**src/rtl/plic_target_core.sv**
```systemverilog
// plic_target_core: single-context interrupt target.
// Collects gateway valid pulses into pending bits, arbitrates eligible sources by
// programmable priority, drives a registered irq line, and serves claim/complete
// with a one-cycle completion strobe back to the originating gateway.

// Per-source slot: pending bit, priority register and completion strobe.
module plic_src_slot #(
    parameter int PRIO_W = 3
) (
    input  logic              clk,
    input  logic              reset,
    input  logic              set,
    input  logic              clr,
    input  logic              prio_we,
    input  logic [PRIO_W-1:0] prio_wdata,
    input  logic              done,
    output logic              pending,
    output logic [PRIO_W-1:0] prio,
    output logic              complete
);

    // Pending: set by an accepted gateway pulse, cleared by a claim of this ID.
    // set only fires while pending is low, so set and clr never collide.
    always_ff @(posedge clk) begin
        if (reset)    pending <= 1'b0;
        else if (clr) pending <= 1'b0;
        else if (set) pending <= 1'b1;
    end

    // Priority register, written through the config port.
    always_ff @(posedge clk) begin
        if (reset)        prio <= '0;
        else if (prio_we) prio <= prio_wdata;
    end

    // Completion strobe: high for exactly the cycle after the hart completes this ID.
    always_ff @(posedge clk) begin
        if (reset) complete <= 1'b0;
        else       complete <= done;
    end

endmodule

module plic_target_core #(
    parameter int NSRC   = 8,
    parameter int PRIO_W = 3
) (
    input  logic            clk,
    input  logic            reset,
    input  logic [NSRC-1:0] gw_valid,
    output logic [NSRC-1:0] gw_ready,
    output logic [NSRC-1:0] gw_complete,
    input  logic            cfg_we,
    input  logic [5:0]      cfg_addr,
    input  logic [31:0]     cfg_wdata,
    output logic [31:0]     cfg_rdata,
    input  logic            claim_req,
    output logic [4:0]      claim_id,
    input  logic            complete_valid,
    input  logic [4:0]      complete_id,
    output logic            irq
);

    logic [NSRC-1:0]             pending;
    logic [NSRC-1:0]             enable;
    logic [NSRC-1:0]             eligible;
    logic [NSRC-1:0]             claim_hit;
    logic [NSRC-1:0]             prio_we;
    logic [NSRC-1:0]             done;
    logic [NSRC-1:0][PRIO_W-1:0] prio;
    logic [PRIO_W-1:0]           threshold;
    logic                        irq_next;
    logic                        unused_wdata;

    // Only the low bits of write data are meaningful; the rest are dropped.
    assign unused_wdata = ^cfg_wdata;

    // A gateway may hand over a new interrupt only while its bit is idle.
    assign gw_ready = ~pending;

    for (genvar g = 0; g < NSRC; g++) begin : g_src
        assign claim_hit[g] = claim_req && (claim_id == 5'(g + 1));
        assign prio_we[g]   = cfg_we && (cfg_addr == 6'(g + 1));
        assign done[g]      = complete_valid && (complete_id == 5'(g + 1));
        assign eligible[g]  = pending[g] && enable[g] && (prio[g] != '0);

        plic_src_slot #(.PRIO_W(PRIO_W)) u_slot (
            .clk        (clk),
            .reset      (reset),
            .set        (gw_valid[g] && !pending[g]),
            .clr        (claim_hit[g]),
            .prio_we    (prio_we[g]),
            .prio_wdata (cfg_wdata[PRIO_W-1:0]),
            .done       (done[g]),
            .pending    (pending[g]),
            .prio       (prio[g]),
            .complete   (gw_complete[g])
        );
    end

    // Threshold and enable vector registers.
    always_ff @(posedge clk) begin
        if (reset) begin
            threshold <= '0;
            enable    <= '0;
        end else if (cfg_we) begin
            if (cfg_addr == 6'd0)            threshold <= cfg_wdata[PRIO_W-1:0];
            if (cfg_addr == 6'(NSRC + 1))    enable    <= cfg_wdata[NSRC-1:0];
        end
    end

    // Arbitration: strictly-greater compare walking up from ID 1 keeps the lowest ID on ties.
    always_comb begin
        logic [PRIO_W-1:0] best_prio;
        best_prio = '0;
        claim_id  = '0;
        for (int i = 0; i < NSRC; i++) begin
            if (eligible[i] && (prio[i] > best_prio)) begin
                best_prio = prio[i];
                claim_id  = 5'(i + 1);
            end
        end
    end

    // Interrupt request condition: some eligible source beats the threshold.
    always_comb begin
        irq_next = 1'b0;
        for (int i = 0; i < NSRC; i++) begin
            if (eligible[i] && (prio[i] > threshold)) irq_next = 1'b1;
        end
    end

    // Registered irq, one cycle behind pending/config.
    always_ff @(posedge clk) begin
        if (reset) irq <= 1'b0;
        else       irq <= irq_next;
    end

    // Config read-back, zero-extended; unmapped addresses read 0.
    always_comb begin
        cfg_rdata = '0;
        if (cfg_addr == 6'd0) begin
            cfg_rdata = 32'(threshold);
        end else if (cfg_addr == 6'(NSRC + 1)) begin
            cfg_rdata = 32'(enable);
        end else begin
            for (int i = 0; i < NSRC; i++) begin
                if (cfg_addr == 6'(i + 1)) cfg_rdata = 32'(prio[i]);
            end
        end
    end

endmodule
```
**config.mk**
```make
export PLATFORM = sky130hd
export DESIGN_NAME = plic_target_core
export DESIGN_NICKNAME = d
export VERILOG_FILES = /design/src/rtl/plic_target_core.sv
export SDC_FILE = /design/constraint.sdc
export NUM_CORES = 1
export LEC_CHECK = 0
export CAP_MARGIN = 10
export CORE_ASPECT_RATIO = 0.75
export CORE_UTILIZATION = 44
export CTS_CLUSTER_DIAMETER = 200
export DETAILED_ROUTE_END_ITERATION = 8
export GPL_TIMING_DRIVEN = 0
export PLACE_DENSITY_LB_ADDON = 0.05
export SLEW_MARGIN = 15
export SYNTH_ARGS = -nofsm -noshare
export SYNTH_HDL_FRONTEND = slang
export SYNTH_SLANG_ARGS = --single-unit
export TNS_END_PERCENT = 30
```
**constraint.sdc**
```tcl
create_clock -name clk -period 9.4 [get_ports clk]
set_input_delay 0.94 -clock clk [delete_from_list [all_inputs] [get_ports clk]]
set_output_delay 0.94 -clock clk [all_outputs]
set_load 0.1 [all_outputs]
```
## After elaboration in Yosys (flattened, before gate mapping)

Cells that the tools add are included.

| storage, ports and cells | value |
|---|---|
| register bits | 52 |
| input port bits | 56 |
| output and inout port bits | 54 |
| word-level logic and storage cells | 193 |

| cells by class | value |
|---|---|
| $lt $le $gt $ge | 16 |
| eq/ne operators | 25 |
| muxes and demuxes | 33 |
| bitwise operators | 1 |
| reductions and logical operators | 91 |

Operators with widths:

| kind | count |
|---|---|
| $mux W32 | 9 |
| $logic_and A1 B1 Y1 | 64 |
| $gt A3 B3 Y1 | 15 |
| $eq A5 B3 Y1 const B | 8 |
| $mux W5 | 7 |
| $eq A6 B3 Y1 const B | 4 |
| $mux W3 | 8 |
| $reduce_bool A3 Y1 | 8 |
| $eq A5 B2 Y1 const B | 4 |
| $reduce_or A2 Y1 | 8 |
| $eq A6 B2 Y1 const B | 2 |
| $eq A6 B4 Y1 const B | 2 |
| $eq A5 B1 Y1 const B | 2 |
| $eq A5 B4 Y1 const B | 2 |
| $mux W1 | 9 |
| $logic_not A1 Y1 | 8 |
| $not A8 Y8 | 1 |
| $eq A6 B1 Y1 const B | 1 |
| $logic_not A6 Y1 | 1 |
| $reduce_and A2 Y1 | 2 |
| $gt A3 B1 Y1 const B | 1 |

## Depth between registers and ports, before layout

Gate-level depths: netlist (run 1).

| logic depth | value |
|---|---|
| depth after elaboration | 28 |
| mapped depth | 47 |
| depth with buffers taken out | 47 |

## Hierarchy

Synthesis (run 1) repeated with hierarchy kept, for this count alone.

| unflattened totals | value |
|---|---|
| cells, all modules | 525 |
| area, all modules | 4,136.5 µm² |

By module, submodules not included:

| module | instances | cells each | area an instance (µm²) | sequential area each (µm²) |
|---|---|---|---|---|
| plic_target_core | 1 | 413 | 2,885.3 | 240.2 |
| plic_src_slot | 8 | 14 | 156.4 | 100.1 |

## Worst setup path before layout (run 1)

No wires, ideal clock.

| timing | value |
|---|---|
| kind | register -> output |
| from | register enable[0] |
| to | output port claim_id[2] |
| arrival time | 12,986 ps |
| data required time | 8,460 ps |
| slack | -4,526 ps |
| cell stages (with the launch flop) | 42 |
| buffers on the path | 0 |
| cell sequence | dfxtp_1 > nand3_1 > ha_1 > nor2b_1 > o21a_1 > o211ai_1 > mux2_2 > ha_1 > o21ai_0 > o22ai_1 > o22ai_2 > mux2i_2 > mux2_2 > ha_1 > nor2_1 > nor2_1 > nor4_2 > o211ai_2 > (+6 left out) > mux2i_2 > inv_1 > ha_1 > a221o_1 > a2111oi_2 > a21bo_2 > nand2_1 > a21oi_1 > ha_1 > nor2b_1 > o21ai_0 > inv_1 > o21ai_0 > nand3_1 > o221ai_2 > ha_1 > a311oi_1 > a41oi_1 |

| between the ends | value |
|---|---|
| longest elaborated chain between the ends | 25 |
| elaborated cells between the ends (all ways) | 30 |
| classes of those cells | order compare (7); mux (13); reduce/logical (10) |

Ends and longest elaborated chain:

| element | RTL line | text |
|---|---|---|
| start: declaration | 65 | `logic [NSRC-1:0] enable;` |
| start signal: assignment | 108 | `if (cfg_addr == 6'(NSRC + 1)) enable <= cfg_wdata[NSRC-1:0];` |
| $logic_and A1 B1 Y1 (*) (2 in series) | 85 | `assign eligible[g] = pending[g] && enable[g] && (prio[g] != '0);` |
| $logic_and A1 B1 Y1 (*) | 118 | `if (eligible[i] && (prio[i] > best_prio)) begin` |
| $mux W3 (*) | 118 |  |
| $gt A3 B3 Y1 | 118 |  |
| $logic_and A1 B1 Y1 | 118 |  |
| $mux W3 (*) | 118 |  |
| $gt A3 B3 Y1 | 118 |  |
| $logic_and A1 B1 Y1 | 118 |  |
| (+8 left out) | - |  |
| $logic_and A1 B1 Y1 | 118 |  |
| $mux W3 | 118 |  |
| $gt A3 B3 Y1 | 118 |  |
| $logic_and A1 B1 Y1 | 118 |  |
| $mux W3 | 118 |  |
| $gt A3 B3 Y1 | 118 |  |
| $logic_and A1 B1 Y1 | 118 |  |
| $mux W5 (*) | 118 |  |
| end: declaration | 58 | `output logic [4:0] claim_id,` |

Mark *: on every way between the ends. The rest lies on a longest branch, timed or not.

## Final worst setup path (run 1)

| timing | value |
|---|---|
| from | register enable[0] |
| to | output port claim_id[1] |

| between the ends | value |
|---|---|
| longest elaborated chain between the ends | 25 |
| elaborated cells between the ends (all ways) | 31 |
| classes of those cells | order compare (7); mux (14); reduce/logical (10) |

Ends and longest elaborated chain:

| element | RTL line |
|---|---|
| $logic_and A1 B1 Y1 (*) (2 in series) | 85 |
| $logic_and A1 B1 Y1 (*) | 118 |
| $mux W3 (*) | 118 |
| $gt A3 B3 Y1 | 118 |
| $logic_and A1 B1 Y1 | 118 |
| $mux W3 | 118 |
| $gt A3 B3 Y1 | 118 |
| $logic_and A1 B1 Y1 | 118 |
| (+8 left out) | - |
| $logic_and A1 B1 Y1 | 118 |
| $mux W3 | 118 |
| $gt A3 B3 Y1 | 118 |
| $logic_and A1 B1 Y1 | 118 |
| $mux W3 | 118 |
| $gt A3 B3 Y1 | 118 |
| $logic_and A1 B1 Y1 | 118 |
| $mux W5 (*) | 118 |

Marks and branches as above.

==> reports/metrics.yaml, run 1 <==
run:
  cap_violations: 0
min_path:
  min_path_cells: 2
  min_from: "enable[7]"
  hold_class: "flip-flop to flip-flop"
  holdPathEnd: "enable[7]"
cts:
  clkSinkCount: 52
  htreeDepth: 2
  cts_hold_buf: 0
  cts-root-buf: "clkbuf_16"
  cts_tree: "done"
  insertion_delay_ps: 300
  clk_path_buf_depth: 2
  cts_made_buffers: 5
  clkSlewWorstSetupHoldPaths_ps: 80
setup_path:
  crit_type: "flip-flop to output pin"
  worst-r2r-cell-count: 47
  crit_slowest_cell: "a311oi_4"
  reg2reg_from: "enable[0]"
  critPathMostFrequentCell: "ha_4"
  r2r-end: "g_src[0].u_slot.pending"
  cp_data_required_time_ps: 8460
  cp_max_fo: 5
  max_stage_delay_ps: 500
  reg2reg_slack_ps: -130
  cp.arrival_ps: 9250
  critPathLaunchType: "flip-flop"
  end_kind: "output pin"
detailed_routing:
  drt-total-wl_um: 12800
  ant_nets: 0
  vias: 4151
  wire_per_inst_um: 17.6
  drc: 5
  drt_first_iter_violations: 319
  via_per_inst: 5.69
  firstDrtPassIters: 7
cells_and_area:
  seq_area_sq_mm: 0.00106
  areaGrowthSynthToFinish_pct: 40.9
  mostFrequentLayoutCell: "buf_4"
  multi_input_area_sq_mm: 0.00305
  n_antenna_cell: 0
  nFillCells: 738
  nNetsFinal: 713
  post_layout_nonfiller_instances: 729
  drive_above_1_share_pct: 23.8
  final_cell_mix: "buf_4 (61), clkdlybuf4s50_1 (50), nor2_1 (45), dfxtp_1 (45), nand2_1 (41)"
die:
  rows: 29
  die_w_um: 112
  die_h_um: 84.6
  initial_core_util_pct: 46.4
  core-area_sq_mm: 0.00864
  die-area_sq_mm: 0.00949
  ios: 110
logic_synthesis:
  synth_top_family_by_area: "compound AO/OA/AOI/OAI gates"
  syn_inst: 504
  synth_top_cell_by_area: "dfxtp_1"
  synth_area_sq_mm: 0.00401
  syn_area_per_cell_sq_um: 7.95
  synth_seq_cells: 52
  synth-edff-count: 0
  ys_async_sr_fraction_pct: 0
  yosys_warnings: 0
  synthDistinctLibCells: 65
  synth_area_leaders: "dfxtp_1 (26%), ha_1 (12%), buf_4 (6.2%)"
  muxShareOfSynthArea_pct: 7.12
  synth-adder-area-share_pct: 11.8
  synth_top_area_share_pct: 26.0
  yosys.area_share.simple_pct: 21.6
  synth-compound-area-share_pct: 22.9
  synth_xor_area_share_pct: 0
  seq_area_frac_synth_pct: 26.0
  synthFlopType: "dfxtp_1"
power_and_ir_drop:
  p_int_uw: 352
  powerDensity_mw_per_mm2: 95.3
  seq_power_share_pct: 42.2
  pwr-share-comb_pct: 22.0
  p_leak_nw: 2.22
  ir_drop_mv: 0.0698
  clockPowerShare_pct: 35.8
  p_sw_uw: 186
  p_sw_share_pct: 34.5
sta:
  tightestPinTransition_ps: 988
  slew_violations: 0
  fmax_mhz: 98.2
  hold_viol_final: 0
  slew_headroom_pct: 33.9
  fin_crit_sh_pct: 108
  fin_ws_ps: -785
  fin_crit_ps: 10190
  rsz0062_at_grt: "yes"
  holdWs_ps: 479
  setup_viol: 9
  fin_skew_ps: 10.8
placement:
  dp_slack_ps: -2170
  place_inst: 690
  gp_congestion: 0.894
  hpwl_um: 9130
  io_buffers: 54
grt:
  grt_max_degree: 18
  grt_pass1_wl_um: 19600
  grt_overflow_total: 0
  antenna_found_initial: 0
  first_global_vias: 3823
  track_usage_pct: 26.6
run_status:
  violations: "DRC, setup timing"
  outcome: "complete, but fails checks"
[cells by family after synthesis]
| logic type | Yosys count |
|---|---|
| other | 1 |
| multiplexers | 27 |
| AO/OA/AOI/OAI | 128 |
| AND/OR/NAND/NOR | 179 |
| buffers and inverters | 79 |
| flip-flops | 52 |
| adder cells (fa/ha/maj) | 38 |
[stage by stage]
step,power [mW],utilization (%),TNS [ps],area (sq um)
6_report,0.538,65.3,-3450,5640
3_3_place_gp,0.349,57.2,-11600,4940
3_5_place_dp,0.349,57.2,-13820,4940
4_1_cts,0.539,63.0,-2900,5440
2_1_floorplan,0.323,-,-4610,4260
5_1_grt,0.553,65.3,-6380,5640
[worst max-delay path by stage]
stage / cells after the start / slack, ps / to / start
after global placement: 40 / -1980 / claim_id[3] / g_src[0].u_slot.prio[2]
after global routing: 44 / -1050 / claim_id[1] / enable[0]
final: 44 / -790 / claim_id[1] / enable[0]
after CTS: 44 / -700 / claim_id[1] / enable[0]
after detailed placement: 40 / -2170 / claim_id[3] / g_src[0].u_slot.prio[2]
after floorplan: 43 / -890 / claim_id[1] / g_src[0].u_slot.pending
[worst max-delay path, delay by kind of cell (launching register included)]
kind	cells	cell delay, ps
AO/OA/AOI/OAI	18	3540
adder cells (fa/ha/maj)	8	2180
buffers and inverters	3	290
flip-flops	1	400
multiplexers	4	1140
AND/OR/NAND/NOR	11	1350
[sequential cells by signal (all words and copies together), names as in the netlist]
| name | flops |
|---|---|
| irq | 1 |
| g_src.u_slot.pending | 8 |
| g_src.u_slot.prio | 24 |
| g_src.u_slot.complete | 8 |
| threshold | 3 |
| enable | 8 |
[cells in the mapped netlist (3+ instances only)]
cell / n
nand2b_1: 7
and3_1: 4
o21ai_0: 13
a311oi_1: 9
a21o_1: 8
o211ai_1: 8
nand3_1: 36
nand2_1: 42
ha_1: 37
mux2i_1: 22
nor2b_1: 9
buf_4: 33
and2_1: 8
inv_1: 29
a41oi_1: 3
a31oi_1: 4
o21a_1: 6
a21oi_1: 40
clkbuf_1: 15
nor2_1: 49
o311ai_0: 4
nor3_1: 8
a211oi_1: 4
dfxtp_1: 52
[per-layer routing]
| metal | GRT usage, % | share of wire, % |
|---|---|---|
| met5 | 0 | 0 |
| met4 | 5.94 | 1.1 |
| met3 | 5.92 | 7.0 |
| met2 | 42.6 | 44 |
| met1 | 36.5 | 48 |
[power by group through the flow]
stage	Combinational (mW)	Sequential, mW	Clock (mW)
after CTS	0.117	0.227	0.195
after floorplan	0.0919	0.231	0
after detailed placement	0.116	0.233	0
after global routing	0.123	0.227	0.202
final	0.118	0.227	0.192
after global placement	0.116	0.233	0
[what timing repair did]
item                       in CTS  in global routing
gates resized for setup        63                 27
setup buffers                  21                 10
cloned                          0                  0
pin swaps                      19                  5
setup endpoints to repair      12                 11
[cell type report]
class                      instances  share of cell area, %
multi-input combinational        397                   54.1
sequential                        52                   18.8
timing repair buffer              85                   14.6
buffer                            50                   5.52
tap                              108                   2.39
clock buffer                       5                   2.22
inverter                          29                   1.93
clock inverter                     3                  0.399
Power figures use the tool's default switching activity.
==> run 2, diff against run 1 <==
- GPL_ROUTABILITY_DRIVEN: default -> 0
==> run 2 against run 1 <==
  * Sequential share of layout area down 0.14 points
  * Critical endpoint is now claim_id[0]
  * Largest cell class unchanged
  * The flow still finishes with violations (DRC, setup timing)
  * Critical path depth up 1
  * First-iteration DRC count up 0.94%
==> reports/metrics.yaml, run 2 (synthesized netlist as in run 1, its figures left out) <==
grt:
  grt_max_degree: 17  # -1
  grt_pass1_wl_um: 19900  # +1.4%
  track_usage_pct: 27.1  # +0.52 points
  antenna_found_initial: 0  # unchanged
  grt_overflow_total: 0  # unchanged
  use_met1_pct: 38.6  # +2.1 points
  use_met2_pct: 41.5  # -1.1 points
  top_usage_layer: "met2"
  grt_use_met3_pct: 4.77  # -1.2 points
  first_global_vias: 3862  # +1.0%
sta:
  fin_crit_ps: 10390  # +201 ps
  slew_headroom_pct: 34.2  # +0.27 points
  rsz0062_at_grt: "yes"
  fin_crit_sh_pct: 110  # +2.1 points
  fmax_mhz: 96.3  # -1.9%
  fin_ws_ps: -986  # -201 ps
  tightestPinTransition_ps: 984  # -4.10 ps
  slew_violations: 0  # unchanged
  fin_skew_ps: 8.03  # -2.78 ps
  hold_viol_final: 0  # unchanged
  setup_viol: 9  # unchanged
cts:
  cts_tree: "done"
  clkSinkCount: 52  # unchanged
  htreeDepth: 2  # unchanged
  clk_path_buf_depth: 2  # unchanged
  clkSlewWorstSetupHoldPaths_ps: 70  # about the same
  cts-root-buf: "clkbuf_16"
  insertion_delay_ps: 300  # about the same
  cts_made_buffers: 5  # unchanged
detailed_routing:
  firstDrtPassIters: 8  # +1
  vias: 4210  # +1.4%
  drt-total-wl_um: 13100  # +1.7%
  via_per_inst: 5.74  # +0.73%
  ant_nets: 0  # unchanged
  drt_first_iter_violations: 322  # +0.94%
  wire_per_inst_um: 17.8  # +1.0%
  drc: 5  # unchanged
setup_path:
  end_kind: "output pin"
  reg2reg_from: "enable[0]"
  cp.arrival_ps: 9450  # +200 ps
  crit_slowest_cell: "a311oi_4"
  cp_max_fo: 5  # unchanged
  cp_data_required_time_ps: 8460  # about the same
  crit_type: "flip-flop to output pin"
  max_stage_delay_ps: 490  # about the same
  critPathLaunchType: "flip-flop"
  critPathMostFrequentCell: "ha_4"
  reg2reg_slack_ps: -410  # -280 ps
  r2r-end: "g_src[0].u_slot.pending"
  worst-r2r-cell-count: 49  # +4.3%
cells_and_area:
  drive_above_1_share_pct: 24.4  # +0.61 points
  largest_reg_flops: 24  # unchanged
  n_antenna_cell: 0  # unchanged
  final_cell_mix: "buf_4 (67), clkdlybuf4s50_1 (50), nor2_1 (46), dfxtp_1 (45), nand2_1 (41)"
  top_register: "g_src.u_slot.prio"
  post_layout_nonfiller_instances: 734  # +0.69%
  nFillCells: 726  # -1.6%
  areaGrowthSynthToFinish_pct: 42.0
  final_util_pct: 65.8  # +0.49 points
  mostFrequentLayoutCell: "buf_4"
  nNetsFinal: 718  # +0.70%
die:
  rows: 29  # unchanged
  die_w_um: 112  # unchanged
  core-area_sq_mm: 0.00864  # unchanged
  initial_core_util_pct: 46.4  # unchanged
  die_h_um: 84.6  # unchanged
  die-area_sq_mm: 0.00949  # unchanged
  ios: 110  # unchanged
run_status:
  outcome: "complete, but fails checks"
  violations: "DRC, setup timing"
min_path:
  min_from: "enable[7]"
  holdPathEnd: "enable[7]"
  min_path_cells: 2  # unchanged
  hold_class: "flip-flop to flip-flop"
placement:
  place_inst: 690  # unchanged
  hpwl_um: 9150  # +0.25%
  io_buffers: 54  # unchanged
power_and_ir_drop:
  ir_drop_mv: 0.0923  # +32%
  p_leak_nw: 2.28  # +2.5%
  power.total_uw: 561  # +4.3%
  powerDensity_mw_per_mm2: 98.6  # +3.5%
run:
  cap_violations: 0  # unchanged
==> run 2: repair_timing <==
item,4_1_cts,5_1_grt
setup endpoints to repair,12,12
buffers inserted,22,14
pin swaps,25,29
gates resized for setup,57,33
hold buffers,0,0
==> run 2: worst max path at each step <==
stage / from / end / slack [ps] / depth (start not counted)
after floorplan: g_src[0].u_slot.pending / claim_id[1] / -890 / 43
after global placement: g_src[0].u_slot.prio[2] / claim_id[3] / -1990 / 40
after detailed placement: g_src[0].u_slot.prio[2] / claim_id[3] / -2120 / 40
after CTS: g_src[0].u_slot.pending / claim_id[0] / -740 / 45
after global routing: enable[0] / claim_id[0] / -1310 / 45
final: enable[0] / claim_id[0] / -990 / 45
==> run 2: critical path: cells and delay by family (launching register included) <==
kind / cells / cell delay [ps]
compound gates: 18 / 3400
fa+ha+maj: 8 / 2280
simple gates: 9 / 1240
mux: 4 / 1050
buf+inv: 6 / 750
flops: 1 / 390
==> run 2: power by group <==
part | internal [mW] | switching (mW)
logic | 0.0298 | 0.0892
registers | 0.222 | 0.00464
clock network | 0.127 | 0.0877
total | 0.379 | 0.182
==> run 2: final cells by class <==
cell class | instances | area, sq um | share of cell area [%]
plain buffers | 50 | 312 | 5.48
clock buffers | 6 | 129 | 2.27
clock inverters | 2 | 38.8 | 0.682
inverters | 29 | 109 | 1.91
multi-input cells | 397 | 3040 | 53.5
flip-flops and latches | 52 | 1060 | 18.7
well taps | 108 | 135 | 2.38
repair buffers | 90 | 858 | 15.1
==> run 2: per-layer routing <==
metal / vias to the layer above / wire [um]
li1: 2016 / -
met1: 1996 / 6200
met2: 176 / 5680
met3: 22 / 946
met4: 0 / 235
met5: - / 0
==> run 2: metrics by stage <==
| stage | setup TNS [ps] | hold slack (ps) | worst slack (ps) | cell area, sq um |
|---|---|---|---|---|
| after floorplan | -4610 | 442 | -893 | 4260 |
| after global placement | -11710 | 462 | -1990 | 4940 |
| after detailed placement | -13430 | 463 | -2120 | 4940 |
| after CTS | -3530 | 476 | -744 | 5420 |
| after global routing | -9490 | 513 | -1310 | 5690 |
| final | -5790 | 472 | -986 | 5690 |
